$ cat src/rtl/n64_vdemux.sv
// n64_vdemux: front-end demultiplexer for the N64 digital video bus.
//
// The N64 drives a 7-bit bus that carries one pixel over four VCLK cycles:
// sync bits (D_i[3:0], marked by nDSYNC low), then R, G and B. This block
// registers the bus, follows the phase of that cadence, reassembles a
// {sync, R, G, B} vector and presents it with a one-cycle valid strobe.
// A lock FSM requires LOCK_CNT consecutive 4-cycle periods before any pixel
// is passed downstream, and drops lock on the first cadence violation.
//
// Ports:
//   VCLK           video clock
//   nRST           asynchronous active-low reset
//   nDSYNC         bus phase strobe, low during the sync phase
//   D_i[6:0]       multiplexed bus (sync bits in [3:0] during the sync phase)
//   vdata_valid_o  one-cycle strobe: new pixel vector on vdata_o
//   vdata_o[24:0]  {nVSYNC, nCLAMP, nHSYNC, nCSYNC, R[6:0], G[6:0], B[6:0]}
//   locked_o       cadence lock status
//   err_o          one-cycle pulse when lock is lost

module n64_vdemux #(
  parameter int unsigned LOCK_CNT = 8
) (
  input  logic        VCLK,
  input  logic        nRST,
  input  logic        nDSYNC,
  input  logic [6:0]  D_i,
  output logic        vdata_valid_o,
  output logic [24:0] vdata_o,
  output logic        locked_o,
  output logic        err_o
);

  // Last good-period count that still leaves the FSM in the check state.
  localparam logic [3:0] LockCntLast = 4'(LOCK_CNT - 1);

  typedef enum logic [1:0] {
    StUnlocked,
    StCheck,
    StLocked
  } state_e;

  // Registered bus.
  logic       nds_q;
  logic [6:0] d_q;

  // Cadence tracking and pixel assembly.
  logic [2:0] phase_q;
  logic [3:0] sync_tmp_q;
  logic [6:0] r_tmp_q;
  logic [6:0] g_tmp_q;

  // Lock FSM.
  state_e     state_q;
  logic [3:0] good_cnt_q;

  // Per-cycle cadence events.
  logic strobe;
  logic period_good;
  logic period_bad;

  always_comb begin
    // Blue is on the bus: the pixel is complete at this edge.
    strobe      = nds_q && (phase_q == 3'd2);
    // A sync phase exactly four cycles after the previous one.
    period_good = !nds_q && (phase_q == 3'd3);
    // Any other sync phase is a short, long or repeated strobe; a phase
    // about to saturate means the strobe went missing.
    period_bad  = (!nds_q && (phase_q != 3'd3)) || (nds_q && (phase_q == 3'd6));
  end

  // Input register, phase counter and component capture.
  always_ff @(posedge VCLK or negedge nRST) begin
    if (!nRST) begin
      nds_q      <= 1'b1;
      d_q        <= 7'd0;
      phase_q    <= 3'd7;
      sync_tmp_q <= 4'd0;
      r_tmp_q    <= 7'd0;
      g_tmp_q    <= 7'd0;
    end else begin
      nds_q <= nDSYNC;
      d_q   <= D_i;
      if (!nds_q) begin
        phase_q    <= 3'd0;
        sync_tmp_q <= d_q[3:0];
      end else begin
        // Saturate so a missing strobe is flagged only once.
        if (phase_q != 3'd7) begin
          phase_q <= phase_q + 3'd1;
        end
        if (phase_q == 3'd0) begin
          r_tmp_q <= d_q;
        end
        if (phase_q == 3'd1) begin
          g_tmp_q <= d_q;
        end
      end
    end
  end

  // Lock FSM with registered outputs. The output vector is only written
  // when a strobe is released, so it holds between strobes and stays at
  // its last value while unlocked.
  always_ff @(posedge VCLK or negedge nRST) begin
    if (!nRST) begin
      state_q       <= StUnlocked;
      good_cnt_q    <= 4'd0;
      locked_o      <= 1'b0;
      err_o         <= 1'b0;
      vdata_valid_o <= 1'b0;
      vdata_o       <= 25'd0;
    end else begin
      err_o         <= 1'b0;
      vdata_valid_o <= 1'b0;

      // The state is sampled before this edge's transition, and a bad event
      // at the same edge always wins over the strobe.
      if (strobe && (state_q == StLocked) && !period_bad) begin
        vdata_valid_o <= 1'b1;
        vdata_o       <= {sync_tmp_q, r_tmp_q, g_tmp_q, d_q};
      end

      unique case (state_q)
        StUnlocked: begin
          good_cnt_q <= 4'd0;
          locked_o   <= 1'b0;
          if (period_good) begin
            state_q    <= StCheck;
            good_cnt_q <= 4'd1;
          end
        end
        StCheck: begin
          if (period_bad) begin
            state_q    <= StUnlocked;
            good_cnt_q <= 4'd0;
          end else if (period_good) begin
            if (good_cnt_q == LockCntLast) begin
              state_q  <= StLocked;
              locked_o <= 1'b1;
            end else begin
              good_cnt_q <= good_cnt_q + 4'd1;
            end
          end
        end
        StLocked: begin
          if (period_bad) begin
            state_q    <= StUnlocked;
            good_cnt_q <= 4'd0;
            locked_o   <= 1'b0;
            err_o      <= 1'b1;
          end
        end
        default: begin
          state_q    <= StUnlocked;
          good_cnt_q <= 4'd0;
          locked_o   <= 1'b0;
        end
      endcase
    end
  end

endmodule

$ cat config.mk
export PLATFORM = sky130hd
export DESIGN_NAME = n64_vdemux
export DESIGN_NICKNAME = d
export VERILOG_FILES = /design/src/rtl/n64_vdemux.sv
export SDC_FILE = /design/constraint.sdc
export NUM_CORES = 1
export LEC_CHECK = 0
export CAP_MARGIN = 20
export CELL_PAD_IN_SITES_DETAIL_PLACEMENT = 0
export CELL_PAD_IN_SITES_GLOBAL_PLACEMENT = 1
export CORE_AREA = 2 2 80 82
export CTS_BUF_LIST = sky130_fd_sc_hd__clkbuf_8
export DETAILED_ROUTE_END_ITERATION = 7
export DIE_AREA = 0 0 82 84
export GPL_TIMING_DRIVEN = 0
export HOLD_SLACK_MARGIN = 0.12
export PLACE_DENSITY_LB_ADDON = 0.12
export REMOVE_ABC_BUFFERS = 1
export SLEW_MARGIN = 5
export SYNTH_ARGS = -nofsm -noshare
export SYNTH_HDL_FRONTEND = slang
export SYNTH_SLANG_ARGS = --single-unit
$ cat constraint.sdc
create_clock -name VCLK -period 2.9 [get_ports VCLK]
set_input_delay 0.58 -clock VCLK [delete_from_list [all_inputs] [get_ports VCLK]]
set_output_delay 0.58 -clock VCLK [all_outputs]
set_load 0.005 [all_outputs]
# Yosys cells after proc, flatten, opt, wreduce, memory -nomap -nowiden
# Cells that the tools add are included.
dict set report op_classes {
  mux 22
  eq_ne 18
  addsub 2
  n_reduce_logical 16
}
# op n
set op_table {}
lappend op_table {{4-bit 2-to-1 mux} 4}
lappend op_table {{3-bit inequality test (second input constant)} 4}
lappend op_table {{4-bit case mux with 3 select lines} 1}
lappend op_table {{2-bit 2-to-1 mux} 5}
lappend op_table {{2-bit inequality test (second input constant)} 5}
lappend op_table {{1-bit 2-to-1 mux} 8}
lappend op_table {{4-bit AND reduction} 2}
lappend op_table {{3-bit by 2-bit == test with 1-bit output (second input constant)} 2}
lappend op_table {{1-bit logical AND} 6}
lappend op_table {{3-bit 2-to-1 mux} 2}
lappend op_table {{2-bit case mux with 3 select lines} 1}
lappend op_table {{4-bit by 1-bit adder with 4-bit output (second input constant)} 1}
lappend op_table {{4-bit by 3-bit == test with 1-bit output (second input constant)} 1}
lappend op_table {{2-bit AND reduction} 2}
lappend op_table {{3-bit by 1-bit adder with 3-bit output (second input constant)} 1}
lappend op_table {{3-bit by 1-bit == test with 1-bit output (second input constant)} 1}
lappend op_table {{3-bit == test (second input constant)} 1}
lappend op_table {{3-bit logical NOT} 1}
lappend op_table {{3-bit by 2-bit inequality test with 1-bit output (second input constant)} 1}
lappend op_table {{3-bit AND reduction} 1}
lappend op_table {{2-bit by 1-bit == test with 1-bit output (second input constant)} 1}
lappend op_table {{2-bit == test (second input constant)} 1}
lappend op_table {{1-bit logical NOT} 2}
lappend op_table {{2-bit logical NOT} 1}
lappend op_table {{other kinds (3)} 3}
dict set report totals {
  word_cells 70
  ff_bits 63
  in_bits 10
  out_inout_bits 28
}

# Logic depth before layout (Yosys ltp)
dict set report logic_depth {
  depth_word 6
  ltp_mapped 6
  ltp_nobuf 6
}

# Worst setup path before layout
# OpenSTA, ideal clock, no wires.
dict set report synth_timing {
  kind {register to register}
  start {reg phase_q[0]}
  end {reg good_cnt_q[0]}
  setup_time_ns 0.119
  arrival_time_ns 1.584
  setup_slack_ns 1.198
  period_less_slack_ns 1.702
  path_stages_with_launch 7
  required_ns 2.781
  n_path_buf 0
  cell_sequence {dfstp_2 -> inv_1 -> ha_1 -> and3_1 -> nor3b_4 -> a221oi_1 -> o21a_1}
}
dict set report synth_via {
  elab_chain_cells 5
  word_cells_on_any_way 14
  cone_classes {eq/ne (6); mux (3); reduce/logical (5)}
}
# element line_no
set synth_lines {}
lappend synth_lines {{from (decl)} 47} ;# logic [2:0] phase_q;
lappend synth_lines {{from (signal assigned)} 89} ;# phase_q <= phase_q + 3'd1;
lappend synth_lines {{3-bit by 2-bit inequality test with 1-bit output / 3-bit == test (equally long branches)} 68} ;# period_bad = (!nds_q && (phase_q != 3'd3)) || (nds_q && (phase_q == 3'd6));
lappend synth_lines {{1-bit logical AND} 68}
lappend synth_lines {{1-bit logical OR} 68}
lappend synth_lines {{3-bit inequality test (no line) (tied with other cells)} -}
lappend synth_lines {{3-bit AND reduction (no line) / 4-bit case mux with 3 select lines (equally long branches)} -}
lappend synth_lines {{to (signal assigned)} 141} ;# good_cnt_q <= good_cnt_q + 4'd1;
lappend synth_lines {{to (decl)} 54} ;# logic [3:0] good_cnt_q;
# Several ways; a longest one is shown, not always the timed one.
# A chain may end at the register's enable or synchronous reset.

# Final worst setup path
dict set report layout_timing {
  start {reg nds_q}
  end {reg vdata_o[20]}
}
dict set report layout_via {
  elab_chain_cells 5
  word_cells_on_any_way 8
  cone_classes {reduce/logical (8)}
}
# element line_no
set layout_lines {}
lappend layout_lines {{from (decl)} 43} ;# logic nds_q;
lappend layout_lines {{from (signal assigned)} 81} ;# nds_q <= nDSYNC;
lappend layout_lines {{1-bit logical NOT} -}
lappend layout_lines {{1-bit logical AND} 68}
lappend layout_lines {{1-bit logical OR} 68}
lappend layout_lines {{1-bit logical NOT} 118} ;# if (strobe && (state_q == StLocked) && !period_bad) begin
lappend layout_lines {{1-bit logical AND *} 118}
lappend layout_lines {{to (signal assigned)} 120} ;# vdata_o <= {sync_tmp_q, r_tmp_q, g_tmp_q, d_q};
lappend layout_lines {{to (decl)} 28} ;# output logic [24:0] vdata_o,
# Every way passes the cells marked *; elsewhere a longest branch is shown, timed or not.

==> impl_metrics.tcl <==
set metrics [dict create \
    yosys-top-cells-count "59 x dfrtp_1, 24 x mux2_2, 19 x mux2_4, 8 x inv_1" \
    p_leak_nw 1.56 \
    synth_edf_count 0 \
    hp-class "input port to asynchronous set/reset pin" \
    synth_ff_type "dfrtp_1" \
    clock.fmax_mhz 523 \
    synth_seq_cells 63 \
    ctsHoldBuffers 0 \
    core_um2 6100 \
    p_sw_share_pct 23.0 \
    cts-buffers-inserted 9 \
    rsz0062_at_grt "false" \
    whs_ns 0.226 \
    cts_resized 0 \
    clkPwrFrac_pct 40.9 \
    clock_path_buffers 2 \
    die_h_um 84 \
    yosysSeqAreaShare_pct 60.3 \
    synthCells 175 \
    finalCritPeriodShare_pct 65.9 \
    finalClockSkew_ns 0.00712 \
    worstSetupStartpoint "nds_q" \
    nets 237 \
    cp.arrival_ns 2.12 \
    area_growth_pct 25.5 \
    hold_violations 0 \
    cts_setup_buffers 0 \
    clock-sinks 63 \
    yosysTopAreaCell "dfrtp_1" \
    ys_warn_count 0 \
    synthDistinctLibCells 35 \
    drt-initial-drc-count 45 \
    io_buffers 37 \
    r2r-start "nds_q" \
    rows 29 \
    vias_per_cell 4.88 \
    n_antenna_cell 0 \
    comb_power_share_pct 9.7 \
    io_pins 38 \
    grt_pass1_vias 1583 \
    path_class "flop to flop" \
    worstPathRequired_ns 3.11 \
    syn_area_per_cell_um2 15.0 \
    power_w 0.00207 \
    gp_congestion 0.683 \
    cp-end-kind "flop" \
    finalMaxSlewViolations 0 \
    globalRouteOverflowTotal 0 \
    ys_top_cells_by_area "dfrtp_1 56%, mux2_4 11%, mux2_2 10%, dfstp_2 4.0%, ha_1 3.3%" \
    ys_async_sr_fraction_pct 100 \
    max_slew_margin_pct 63.5 \
    syn_area_um2 2620 \
    status "complete, no violations" \
    drc 0 \
    p_seq_share_pct 49.4 \
    routed_wl_mm 4.57 \
    path_clk_slew_ns 0.07 \
    start_util_pct 43.0 \
    final_antenna_net_count 0 \
    power_density_nw_per_um2 630 \
    clock_latency_ns 0.33 \
    grt_max_degree 41 \
    track_usage_pct 15.6 \
    dp.final_hpwl_mm 3.03 \
    drive_above_1_share_pct 29.8 \
    vias 1474 \
    fp.dieW_um 82 \
    switching_power_w 0.000476 \
    critPathMaxFanout 26 \
    synth.most_common_cell "dfrtp_1" \
    grt_pass1_wl_mm 7.87 \
    cts_tree "done" \
    reg2reg_setup_slack_ns 0.99 \
    synth_top_cell_area_share_pct 56.3 \
    max-vdd-ir-drop_mv 0.312 \
    setup_viol 0 \
    antenna_found_initial 0 \
    tightest_slew_ns 0.547 \
    reg2reg_to "vdata_o[20]" \
    start_kind "flop" \
    cts_root_buf "clkbuf_8" \
    internal-power_w 0.00160 \
    period_minus_slack_ns 1.91 \
    maxCapViolations 0 \
    htree_levels 3 \
    wl_per_cell_um 15.1 \
    drtPass1Iterations 4 \
    ff2ff_path_depth 3 \
    dieArea_um2 6890 \
    crit_end "vdata_o[20]" \
]
## cells by family after synthesis
group	after synthesis	synth area share, %
buffers and inverters	12	2.58
adder cells (fa/ha/maj)	7	3.34
flip-flops	63	60.3
AND/OR/NAND/NOR	32	7.44
AO/OA/AOI/OAI	15	4.10
XOR/XNOR	2	0.668
multiplexers	44	21.6
## flip-flops by register name, indices dropped and copies added (netlist names)
register / count
nds_q: 1
locked_o: 1
d_q: 7
sync_tmp_q: 4
err_o: 1
r_tmp_q: 7
g_tmp_q: 7
vdata_valid_o: 1
state_q: 2
vdata_o: 25
phase_q: 3
good_cnt_q: 4
## worst min-delay path by stage
| stage | from | endpoint | slack, ns | depth (start not counted) |
|---|---|---|---|---|
| after CTS | nRST | r_tmp_q[4] | 0.23 | 1 |
| after global placement | r_tmp_q[1] | r_tmp_q[1] | 0.48 | 1 |
| after floorplan | nRST | d_q[0] | 0.28 | 0 |
| after global routing | nRST | vdata_o[18] | 0.25 | 1 |
| final | nRST | vdata_o[4] | 0.23 | 1 |
| after detailed placement | r_tmp_q[1] | vdata_o[15] | 0.49 | 1 |
## power groups by stage
stage / Combinational, W / Clock (W) / Sequential, W
finish: 0.000201 / 0.000848 / 0.00102
global route: 0.000226 / 0.000912 / 0.00104
CTS: 0.000206 / 0.000871 / 0.00103
detailed placement: 0.000205 / 0 / 0.00104
global placement: 0.000190 / 0 / 0.00103
floorplan: 0.000147 / 0 / 0.00102
## metrics by stage
| step | setup TNS [ns] | instances | cell area, um2 | util, % | worst slack, ns |
|---|---|---|---|---|---|
| 2_1_floorplan | 0 | 171 | 2580 | - | 1.20 |
| 3_3_place_gp | -35.67 | 285 | 3050 | 50.1 | -0.609 |
| 3_5_place_dp | 0 | 286 | 3070 | 50.3 | 0.978 |
| 4_1_cts | 0 | 302 | 3290 | 54.0 | 0.949 |
| 5_1_grt | 0 | 302 | 3290 | 54.0 | 0.853 |
| 6_report | 0 | 302 | 3290 | 54.0 | 0.988 |
## critical path, stage by stage, from the launching register on
cell     delay (ns)
dfstp_2        0.67
and2b_1        0.24
nand3_4        0.42
mux2_4         0.45
## per-layer routing
| layer | wire (um) | part of all wire, % | vias to the layer above | track usage [%] |
|---|---|---|---|---|
| li1 | - | - | 688 | - |
| met1 | 2040 | 45 | 750 | 21.3 |
| met2 | 2260 | 49 | 26 | 22.2 |
| met3 | 174 | 3.8 | 10 | 5.09 |
| met4 | 95 | 2.1 | 0 | 7.73 |
| met5 | 0 | 0 | - | 0 |
## cell type report
class,instances,area (um2)
multi-input cells,100,973
fillers,516,2810
clock buffers,11,151
repair buffers,38,385
clock inverters,5,72.6
well taps,77,96.3
flip-flops and latches,63,1580
inverters,8,30.0
## layout by cell type (no fill, tap or decap), drive strengths merged, types with 3 or more instances in the layout
master | netlist | routed
ha | 7 | 7
mux2 | 43 | 43
clkbuf | 0 | 11
dfstp | 4 | 4
a21oi | 3 | 3
a21boi | 3 | 3
dfrtp | 59 | 59
nand2 | 7 | 7
clkdlybuf4s50 | 0 | 36
nand3 | 5 | 5
inv | 8 | 10
nor2 | 7 | 7
Power figures use the tool's default switching activity.
